<file path="config.mk">
export PLATFORM = sky130hd
export DESIGN_NAME = bus_arbiter
export DESIGN_NICKNAME = d
export VERILOG_FILES = /design/src/rtl/bus_arbiter.sv
export SDC_FILE = /design/constraint.sdc
export NUM_CORES = 1
export LEC_CHECK = 0
export ABC_AREA = 1
export ABC_CLOCK_PERIOD_IN_PS = 3000
export CELL_PAD_IN_SITES_DETAIL_PLACEMENT = 1
export CELL_PAD_IN_SITES_GLOBAL_PLACEMENT = 2
export CORE_MARGIN = 4
export CORE_UTILIZATION = 31
export CTS_CLUSTER_DIAMETER = 200
export DETAILED_ROUTE_END_ITERATION = 8
export PLACE_DENSITY_LB_ADDON = 0.2
export SYNTH_ARGS = -nofsm -noshare
export SYNTH_HDL_FRONTEND = slang
export SYNTH_SLANG_ARGS = --single-unit
</file>
<file path="constraint.sdc">
create_clock -name clock -period 3 [get_ports clock]
set_clock_uncertainty 0.2 [all_clocks]
set_input_delay 0.3 -clock clock [delete_from_list [all_inputs] [get_ports clock]]
set_output_delay 0.3 -clock clock [all_outputs]
set_load 0.03 [all_outputs]
</file>
<file path="src/rtl/bus_arbiter.sv">
// bus_arbiter: two-master / three-slave arbiter and serial-bus router.
// Grants the bus to one requesting master, captures the 2-bit slave-select
// prefix, waits for the selected slave to be ready, then routes the serial
// lines in both directions (one register stage each way) until the master
// drops its request.
// Optional feature: define BUS_ARB_ROUND_ROBIN_EN for round-robin arbitration
// on simultaneous requests; without it master 0 has fixed priority.
module bus_arbiter #(
  parameter int TIMEOUT_CYCLES = 1023
) (
  input  logic       clock,
  input  logic       rstn,
  input  logic [1:0] bus_req,
  input  logic [1:0] valid_s_m,
  input  logic [1:0] addr_tx_m,
  input  logic [1:0] data_tx_m,
  input  logic [1:0] write_en_m,
  input  logic [2:0] slave_ready,
  input  logic [2:0] slave_valid,
  input  logic [2:0] data_rx_s,
  output logic [1:0] bus_ready_m,
  output logic [2:0] slave_sel,
  output logic       addr_tx_s,
  output logic       data_tx_s,
  output logic       valid_s_s,
  output logic       write_en_s,
  output logic [1:0] data_rx_m,
  output logic [1:0] slave_valid_m,
  output logic       grant_id,
  output logic       decode_err,
  output logic       timeout_err
);

  typedef enum logic [2:0] {
    IDLE   = 3'd0,
    GRANT  = 3'd1,
    SEL    = 3'd2,
    CHECK  = 3'd3,
    ACTIVE = 3'd4,
    HOLD   = 3'd5
  } state_t;

  localparam logic [9:0] TIMEOUT_LIM = 10'(TIMEOUT_CYCLES);

  state_t     state;
  logic [1:0] sel_sr;
  logic       bit_cnt;
  logic [9:0] act_cnt;
`ifdef BUS_ARB_ROUND_ROBIN_EN
  logic       rr_pref;
`endif

  logic [3:0] ready4;
  logic [3:0] vld4;
  logic [3:0] rx4;
  logic       winner;
  logic       g_req;
  logic       g_valid;
  logic       g_addr;
  logic       g_data;
  logic       g_we;
  logic       sel_ready;
  logic       sel_vld;
  logic       sel_rx;
  logic [9:0] act_cnt_nxt;

  // One-hot slave select for a valid 2-bit select code (11 never reaches here)
  function automatic logic [2:0] decode_sel(input logic [1:0] s);
    case (s)
      2'b00:   decode_sel = 3'b001;
      2'b01:   decode_sel = 3'b010;
      2'b10:   decode_sel = 3'b100;
      default: decode_sel = 3'b000;
    endcase
  endfunction

  // Granted-master and selected-slave line muxes plus arbitration winner
  always_comb begin
    ready4      = {1'b0, slave_ready};
    vld4        = {1'b0, slave_valid};
    rx4         = {1'b0, data_rx_s};
    g_req       = bus_req[grant_id];
    g_valid     = valid_s_m[grant_id];
    g_addr      = addr_tx_m[grant_id];
    g_data      = data_tx_m[grant_id];
    g_we        = write_en_m[grant_id];
    sel_ready   = ready4[sel_sr];
    sel_vld     = vld4[sel_sr];
    sel_rx      = rx4[sel_sr];
    act_cnt_nxt = act_cnt + 10'd1;
`ifdef BUS_ARB_ROUND_ROBIN_EN
    // On a tie the preferred master is the one not granted last time
    if (bus_req == 2'b11) winner = rr_pref;
    else                  winner = bus_req[1];
`else
    // Master 1 only wins when master 0 is not requesting
    winner = ~bus_req[0];
`endif
  end

  // Arbitration / routing FSM; every output is a register of this block
  always_ff @(posedge clock or negedge rstn) begin
    if (!rstn) begin
      state         <= IDLE;
      sel_sr        <= 2'b00;
      bit_cnt       <= 1'b0;
      act_cnt       <= 10'd0;
`ifdef BUS_ARB_ROUND_ROBIN_EN
      rr_pref       <= 1'b0;
`endif
      bus_ready_m   <= 2'b00;
      slave_sel     <= 3'b000;
      addr_tx_s     <= 1'b0;
      data_tx_s     <= 1'b0;
      valid_s_s     <= 1'b0;
      write_en_s    <= 1'b0;
      data_rx_m     <= 2'b00;
      slave_valid_m <= 2'b00;
      grant_id      <= 1'b0;
      decode_err    <= 1'b0;
      timeout_err   <= 1'b0;
    end else begin
      // Routed lines are zero unless a cycle of ACTIVE routing overrides them
      addr_tx_s     <= 1'b0;
      data_tx_s     <= 1'b0;
      valid_s_s     <= 1'b0;
      write_en_s    <= 1'b0;
      data_rx_m     <= 2'b00;
      slave_valid_m <= 2'b00;
      case (state)
        IDLE: begin
          bus_ready_m <= 2'b00;
          slave_sel   <= 3'b000;
          if (|bus_req) begin
            grant_id    <= winner;
            bus_ready_m <= winner ? 2'b10 : 2'b01;
`ifdef BUS_ARB_ROUND_ROBIN_EN
            rr_pref     <= ~winner;
`endif
            state       <= GRANT;
          end
        end
        GRANT: begin
          bus_ready_m <= 2'b00;
          sel_sr      <= 2'b00;
          bit_cnt     <= 1'b0;
          state       <= SEL;
        end
        SEL: begin
          if (!g_req) begin
            state <= IDLE;
          end else if (g_valid) begin
            sel_sr  <= {sel_sr[0], g_addr};
            bit_cnt <= 1'b1;
            if (bit_cnt) state <= CHECK;
          end
        end
        CHECK: begin
          if (sel_sr == 2'b11) begin
            decode_err <= 1'b1;
            state      <= HOLD;
          end else if (sel_ready) begin
            bus_ready_m <= grant_id ? 2'b10 : 2'b01;
            slave_sel   <= decode_sel(sel_sr);
            act_cnt     <= 10'd0;
            state       <= ACTIVE;
          end
        end
        ACTIVE: begin
          if (!g_req) begin
            bus_ready_m <= 2'b00;
            slave_sel   <= 3'b000;
            state       <= IDLE;
          end else if (!sel_ready) begin
            // Slave backed off: re-wait for ready, master restarts its frame
            bus_ready_m <= 2'b00;
            slave_sel   <= 3'b000;
            act_cnt     <= 10'd0;
            state       <= CHECK;
          end else if (act_cnt_nxt == TIMEOUT_LIM) begin
            timeout_err <= 1'b1;
            bus_ready_m <= 2'b00;
            slave_sel   <= 3'b000;
            state       <= HOLD;
          end else begin
            act_cnt       <= act_cnt_nxt;
            addr_tx_s     <= g_addr;
            data_tx_s     <= g_data;
            valid_s_s     <= g_valid;
            write_en_s    <= g_we;
            data_rx_m     <= grant_id ? {sel_rx, 1'b0} : {1'b0, sel_rx};
            slave_valid_m <= grant_id ? {sel_vld, 1'b0} : {1'b0, sel_vld};
          end
        end
        HOLD: begin
          bus_ready_m <= 2'b00;
          slave_sel   <= 3'b000;
          if (!g_req) state <= IDLE;
        end
        default: begin
          bus_ready_m <= 2'b00;
          slave_sel   <= 3'b000;
          state       <= IDLE;
        end
      endcase
    end
  end

endmodule

</file>
## After elaboration in Yosys (flattened, before gate mapping)

Cells that the tools add are included.
Widths: inputs -> output; s select.

- Register bits: 32
- Input port bits: 21
- Output and inout port bits: 16
- Logic and storage cells: 137

- Add/sub/neg operators: 1
- Magnitude comparators: 2
- Equality and inequality tests: 21
- Muxes and demuxes: 81
- Bitwise logic cells: 3
- Reductions and logical operators: 14

Operators by type and width:

| kind | count |
|---|---|
| $mux 10 | 5 |
| $mux 3 | 15 |
| $mux 2 | 20 |
| $mux 1 | 31 |
| $pmux 10 s2 | 1 |
| $pmux 3 s3 | 2 |
| $pmux 3 s6 | 1 |
| $ne 2x2->1 const B | 7 |
| $ne 3x3->1 const B | 4 |
| $reduce_and 4->1 | 3 |
| $add 10x1->10 const B | 1 |
| $eq 10x10->1 const B | 1 |
| $pmux 2 s4 | 1 |
| $bmux 1 s2 | 3 |
| $eq 3x2->1 const B | 2 |
| $eq 3x3->1 const B | 2 |
| $reduce_and 6->1 | 1 |
| $reduce_and 5->1 | 1 |
| $eq 2x2->1 const B | 2 |
| $ne 4x4->1 const B | 1 |
| $pmux 2 s2 | 1 |
| $reduce_and 2->1 | 2 |
| $reduce_bool 2->1 | 2 |
| $reduce_or 2->1 | 2 |
| 9 further kinds | 11 |

## Depth between registers and ports, before layout

Gate-level depths: netlist of run 1.

- Word-level depth: 7
- Gate-level depth with buffers: 15
- Gate-level depth less buffers: 15

## Worst setup path after synthesis of run 1

OpenSTA, ideal clock, no wires.

- Kind: reg-to-reg
- Start: register act_cnt[0]
- End: register bus_ready_m[1]
- Setup time: 0.122 ns
- Data arrival time: 1.639 ns
- Data required time: 2.678 ns
- Path slack: 1.039 ns
- Stages on the path, launching flop included: 15
- Buffers on the path: 1
- Period minus slack after synthesis: 1.961 ns
- Cell sequence: dfrtp_1 > ha_1 > nand2_2 > nand2_1 > nor2_1 > nand2_1 > nor2_1 > nand2_1 > nor2_2 > nand2_1 > nand2_2 > buf_6 > nand2_2 > nand2_1 > o21ai_2

- Cells in the longest elaborated chain, start to end: 4

Ends and longest elaborated chain:

| element | RTL line | source |
|---|---|---|
| start, declared | 48 | `logic [9:0] act_cnt;` |
| start signal, assigned | 186 | `act_cnt <= act_cnt_nxt;` |
| $add 10x1->10 | 90 | `act_cnt_nxt = act_cnt + 10'd1;` |
| $eq 10x10->1 | 180 | `end else if (act_cnt_nxt == TIMEOUT_LIM) begin` |
| $ne 4x4->1 (no line) | - |  |
| $reduce_and 4->1 (no line) | - |  |
| end signal, assigned | 136 | `bus_ready_m <= winner ? 2'b10 : 2'b01;` |
| end signal, assigned | 163 | `bus_ready_m <= grant_id ? 2'b10 : 2'b01;` |
| end, declared | 21 | `output logic [1:0] bus_ready_m,` |

Every way passes these cells.
A chain may end at the register's enable or synchronous reset.

## Worst setup path in the final report of run 1

- Start: register act_cnt[0]
- End: register act_cnt[2]

- Cells in the longest elaborated chain, start to end: 5
- Elaborated cells on any way between the ends: 8
- Classes of those cells: add/sub: 1; eq/ne: 2; mux: 4; reduce/logical: 1

Ends and longest elaborated chain:

| element | RTL line |
|---|---|
| $add 10x1->10 (*) | 90 |
| branches (longest 4 deep; another with $eq 10x10->1) | - |

Every way passes the cells marked *. The select of a mux whose other input is x is not followed.

==> flow_summary.toml, run 1 <==
[synth]
synthesis.nets = 265
synthCells = 242
seq_area_frac_synth_pct = 42.7
synthDistinctLibCells = 31
synth_seq_cells = 32
synthesis.area_um2 = 1880
ys_warn_count = 0
synth.avg_cell_area_um2 = 7.76

[route]
drtPass1Iterations = 4
drtIter0Drc = 29
via_per_inst = 4.73
drt-wirelength-per-cell_um = 13.7
dr_total_vias = 1692
antenna_left = 0
drc = 0
routed_wl_um = 4920

[die]
design.core.area_um2 = 5890
start_util_pct = 31.9
dieWidth_um = 85.8
die_h_um = 85.8
row_count = 28
ios = 37
die-area_um2 = 7360

[cells_and_area]
regArea_um2 = 801
final_common_cell = "nand2_1"
multiInputGateArea_um2 = 936
antenna_cells = 0
drive_gt1_share_pct = 18.0
nNetsFinal = 305
final_cell_mix = "nand2_1, clkdlybuf4s50_1, dfrtp_1, nor2_1, inv_1"
fillCellCount = 735
area_growth_pct = 28.7

[power_and_ir_drop]
p_leak_nw = 1.06
ir_worst_vdd_mv = 0.463
pwr_density_cell_nw_per_um2 = 723

[clock_network]
tritoncts = "done"
cts.path.max_buffers = 2
cts-buffers-inserted = 5
insertion_delay_ps = 280
cts_resized = 0
cts_root_buffer = "clkbuf_8"
ctsHtreeMaxLevel = 2
clock-sinks = 32
cts_setup_buffers = 0
clk_pin_slew_ps = 70
postCtsHoldBufs = 0

[worst_setup_path]
cp.required_ps = 2960
critPathMaxStageDelay_ps = 430
cpMostUsedCell = "nand2_1"
crit_family = "simple AND/OR/NAND/NOR gates"
r2r_setup_slack_ps = 610
slowest_stage = "dfrtp_1"
worstRegToRegCells = 12
cp_cell_sequence = "ha_1 > nand2_2 > nor3_2 > nand3_1 > nand2_1 > nor2_2 > nand3_2 > nand2_1 > nand2_2 > nand2_2 > nand2_1 > nand2_1"
worstSetupStartpointType = "flop"
cp_max_fo = 11
cp.arrival_ps = 2350
critPathCaptureType = "flop"
crit_buf_inv = 0
critical_path_depth = 12
crit_type = "reg2reg"

[timing]
finalHoldViolCount = 0
setup_violations = 0
hold_slack_ps = 222
period_needed_ps = 2390
fmax_ghz = 0.418
slew_viol_final = 0
rsz0062_at_grt = "no"
fin_crit_sh_pct = 79.7
tightest_slew_ps = 438
maxSlewHeadroom_pct = 70.7
final.setup.tns_ps = 0

[global_route]
grt_max_degree = 33
track_usage_pct = 15.2
grt_overflow = 0
antenna_found_initial = 0
grt_pass1_wl_um = 8760
grt_pass1_vias = 1857

[min_path]
hold_class = "in2async"

[run_status]
status = "complete, no violations"

[job]
cap_viol_max_count = 0

[placement]
numPortBuffers = 36
hpwl_um = 3870
place_congestion = 0.765
## cells by family (layout without fill, tap and decap cells)
family          count (synthesis)  after routing  share of synthesized area, %
simple gates                  141            141                          36.7
xor+xnor                        1              1                         0.467
mux                             2              2                          1.07
flops                          32             32                          42.7
buf+inv                        32             73                          7.47
compound gates                 32             32                          10.3
fa+ha+maj                       2              2                          1.33
## cell type report
class / count / share of cell area (%)
multi-input combinational: 178 / 38.8
inverter: 27 / 4.20
tap: 75 / 3.89
clock inverter: 2 / 1.45
timing repair buffer: 38 / 15.5
clock buffer: 6 / 3.01
sequential: 32 / 33.2
## path summary, 6_finish.rpt
kind | from | end
setup / recovery | act_cnt[0] | act_cnt[2]
min in group clock | decode_err | decode_err
hold reg to reg | decode_err | decode_err
max in group asynchronous | rstn | act_cnt[5]
hold / removal | rstn | bus_ready_m[0]
setup reg to reg | act_cnt[0] | act_cnt[2]
## where the power goes
group          switching, W  internal (W)
clock              0.000158      0.000246
combinational      0.000492      0.000253
sequential        0.0000898      0.000508
## cells in the mapped netlist (all sizes together)
library cell / n / area (um^2)
nor3: 9 / 55.1
nand3: 23 / 185
nand2: 69 / 274
or2: 5 / 31.3
nor2: 34 / 138
o31ai: 1 / 7.51
a21oi: 8 / 40.0
a221oi: 2 / 17.5
o21bai: 3 / 22.5
nand4: 1 / 6.26
o21ai: 13 / 72.6
mux2i: 2 / 20.0
clkbuf: 1 / 3.75
dfrtp: 32 / 801
a31oi: 1 / 6.26
a22oi: 1 / 7.51
inv: 27 / 101
xor2: 1 / 8.76
buf: 4 / 35.0
o22ai: 3 / 18.8
ha: 2 / 25.0
## flip-flops by register name, summed over array words and instances, names as in the netlist
signal,flops
addr_tx_s,1
timeout_err,1
act_cnt,10
bit_cnt,1
data_tx_s,1
grant_id,1
valid_s_s,1
sel_sr,2
state,3
slave_sel,3
write_en_s,1
data_rx_m,2
bus_ready_m,2
decode_err,1
slave_valid_m,2
## metrics by stage
step           instances  utilization [%]  worst slack (ps)  cell area (um^2)  total power, W
3_3_place_gp         350             39.2               559              2310         0.00136
4_1_cts              358             41.0               549              2410         0.00178
6_report             358             41.0               610              2410         0.00175
2_1_floorplan        242                -              1040              1880         0.00114
3_5_place_dp         350             39.2               557              2310         0.00136
5_1_grt              358             41.0               311              2410         0.00192
## worst reg2reg max path: stages, from the launching register on
cell,delay [ps]
dfrtp_1,430
ha_1,210
nand2_2,100
nor3_2,250
nand3_1,120
nand2_1,150
nor2_2,70
nand3_2,60
nand2_1,60
nand2_2,250
nand2_2,210
nand2_1,100
nand2_1,50
## routing by layer
layer  track usage, %  part of all wire [%]
met1             18.0                    43
met2             26.0                    50
met3             3.94                   4.0
met4             6.62                   2.8
met5                0                     0
Power figures use the tool's default switching activity.
==> run 2: changes to the inputs <==
- ABC_CLOCK_PERIOD_IN_PS: 3000 -> 2500
- CORE_UTILIZATION: 31 -> 29
- clock period: 3 -> 2.5 ns (I/O delays scaled with it)
==> flow_summary.toml, run 2 (synthesis results as in run 1) <==
[run_status]
status = "complete, no violations"

[cells_and_area]
final_common_cell = "nand2_1"
area_growth_pct = 29.9
antenna_cells = 0
fillCellCount = 807
largest-register = "act_cnt"
multiInputGateArea_um2 = 941
reg.largest.list = "act_cnt: 10 flops, slave_sel: 3 flops, state: 3 flops"
final_cell_mix = "nand2_1, clkdlybuf4s50_1, dfrtp_1, nor2_1, inv_1"
nNetsFinal = 309
regArea_um2 = 801
stdcell_area_um2 = 2440
drive_gt1_share_pct = 19.5
largest_reg_flops = 10

[route]
drtIter0Drc = 35
dr_total_vias = 1693
via_per_inst = 4.65
wl_met2_um = 2650
top_layer = "met4"
route.met3.wl_um = 207
drt-wirelength-per-cell_um = 14.1
antenna_left = 0
routed_wl_um = 5120
drt-met1-wl_um = 2200
drtPass1Iterations = 4
drc = 0

[clock_network]
insertion_delay_ps = 280
clock-sinks = 32
cts_setup_buffers = 0
ctsHtreeMaxLevel = 2
cts.path.max_buffers = 2
tritoncts = "done"
cts_root_buffer = "clkbuf_8"
cts-buffers-inserted = 5
clk_pin_slew_ps = 70

[worst_setup_path]
cp.required_ps = 2470
r2r_setup_slack_ps = 240
cp-endpoint = "state[2]"
critPathCaptureType = "flop"
worstSetupStartpointType = "flop"
worstRegToRegCells = 13
crit_start = "act_cnt[0]"
cp.arrival_ps = 2230
r2r-start = "act_cnt[0]"
reg2reg_to = "state[2]"
crit_type = "reg2reg"
cp_max_fo = 8

[global_route]
grt_max_degree = 33
antenna_found_initial = 0
grt_overflow = 0
grt_pass1_wl_um = 8870
track_usage_pct = 14.8
grt_pass1_vias = 1839

[placement]
dp_slack_ps = 246
place_congestion = 0.730
numPortBuffers = 36
hpwl_um = 3920
placed_area_um2 = 2340

[timing]
fin_ws_ps = 235
final.setup.tns_ps = 0
setup_violations = 0
period_needed_ps = 2270
maxSlewHeadroom_pct = 71.3
rsz0062_at_grt = "no"
slew_viol_final = 0
hold_slack_ps = 174
fmax_ghz = 0.442
finalHoldViolCount = 0
fin_crit_sh_pct = 90.6
tightest_slew_ps = 431

[power_and_ir_drop]
pwr_density_cell_nw_per_um2 = 859
ir_worst_vdd_mv = 0.454
totalPowerFinal_w = 0.00209
p_leak_nw = 1.08

[die]
start_util_pct = 29.7
die-area_um2 = 7820
die_h_um = 88.4
row_count = 29
design.core.area_um2 = 6310
dieWidth_um = 88.4
ios = 37

[min_path]
hold_class = "in2async"

[job]
cap_viol_max_count = 0
run 2: per-stage QoR:
step	util, %	instances
after CTS	38.5	364
after global routing	38.6	364
after floorplan	-	242
after detailed placement	37.1	356
final	38.6	364
after global placement	37.1	356
run 2: worst min-delay path by stage:
stage	startpoint	to	slack (ps)	cells after the start
after CTS	rstn	act_cnt[6]	180	2
after detailed placement	decode_err	decode_err	270	1
after global placement	decode_err	decode_err	260	1
after floorplan	rstn	act_cnt[0]	-250	0
after global routing	rstn	act_cnt[9]	220	2
final	rstn	state[2]	170	2
run 2: critical path: stages, from the launching register on:
cell and delay (ps):
dfrtp_1 450, ha_1 250, nand2_2 130, nand2_1 90
nor2_1 100, nand2_1 60, nor2_1 80, nand2_1 60
nor2_2 110, nand2_1 80, nand2_2 180, nand2_1 180
nor2_1 120, a21oi_1 50
run 2: layer usage:
metal,up-vias,track usage [%]
met2,24,26.4
li1,867,-
met3,6,4.00
met1,796,17.6
met4,0,3.71
met5,-,0
run 2: report_power, final:
part / total [W] / switching [W] / internal, W
Sequential: 0.000694 / 0.0000841 / 0.000610
Clock: 0.000419 / 0.000200 / 0.000220
Combinational: 0.000981 / 0.000646 / 0.000334
run 2: layout make-up:
class                           count  area share [%]
Sequential cell                    32            32.9
Multi-Input combinational cell    178            38.6
Tap cell                           77            3.95
Clock buffer                        6            3.39
Inverter                           27            4.16
Clock inverter                      2           0.411
Timing Repair Buffer               42            16.6
run 2: timing repair:
item | 4_1_cts | 5_1_grt
hold buffers | 0 | 0
setup endpoints to repair | 0 | 7
gates resized for setup | 0 | 1
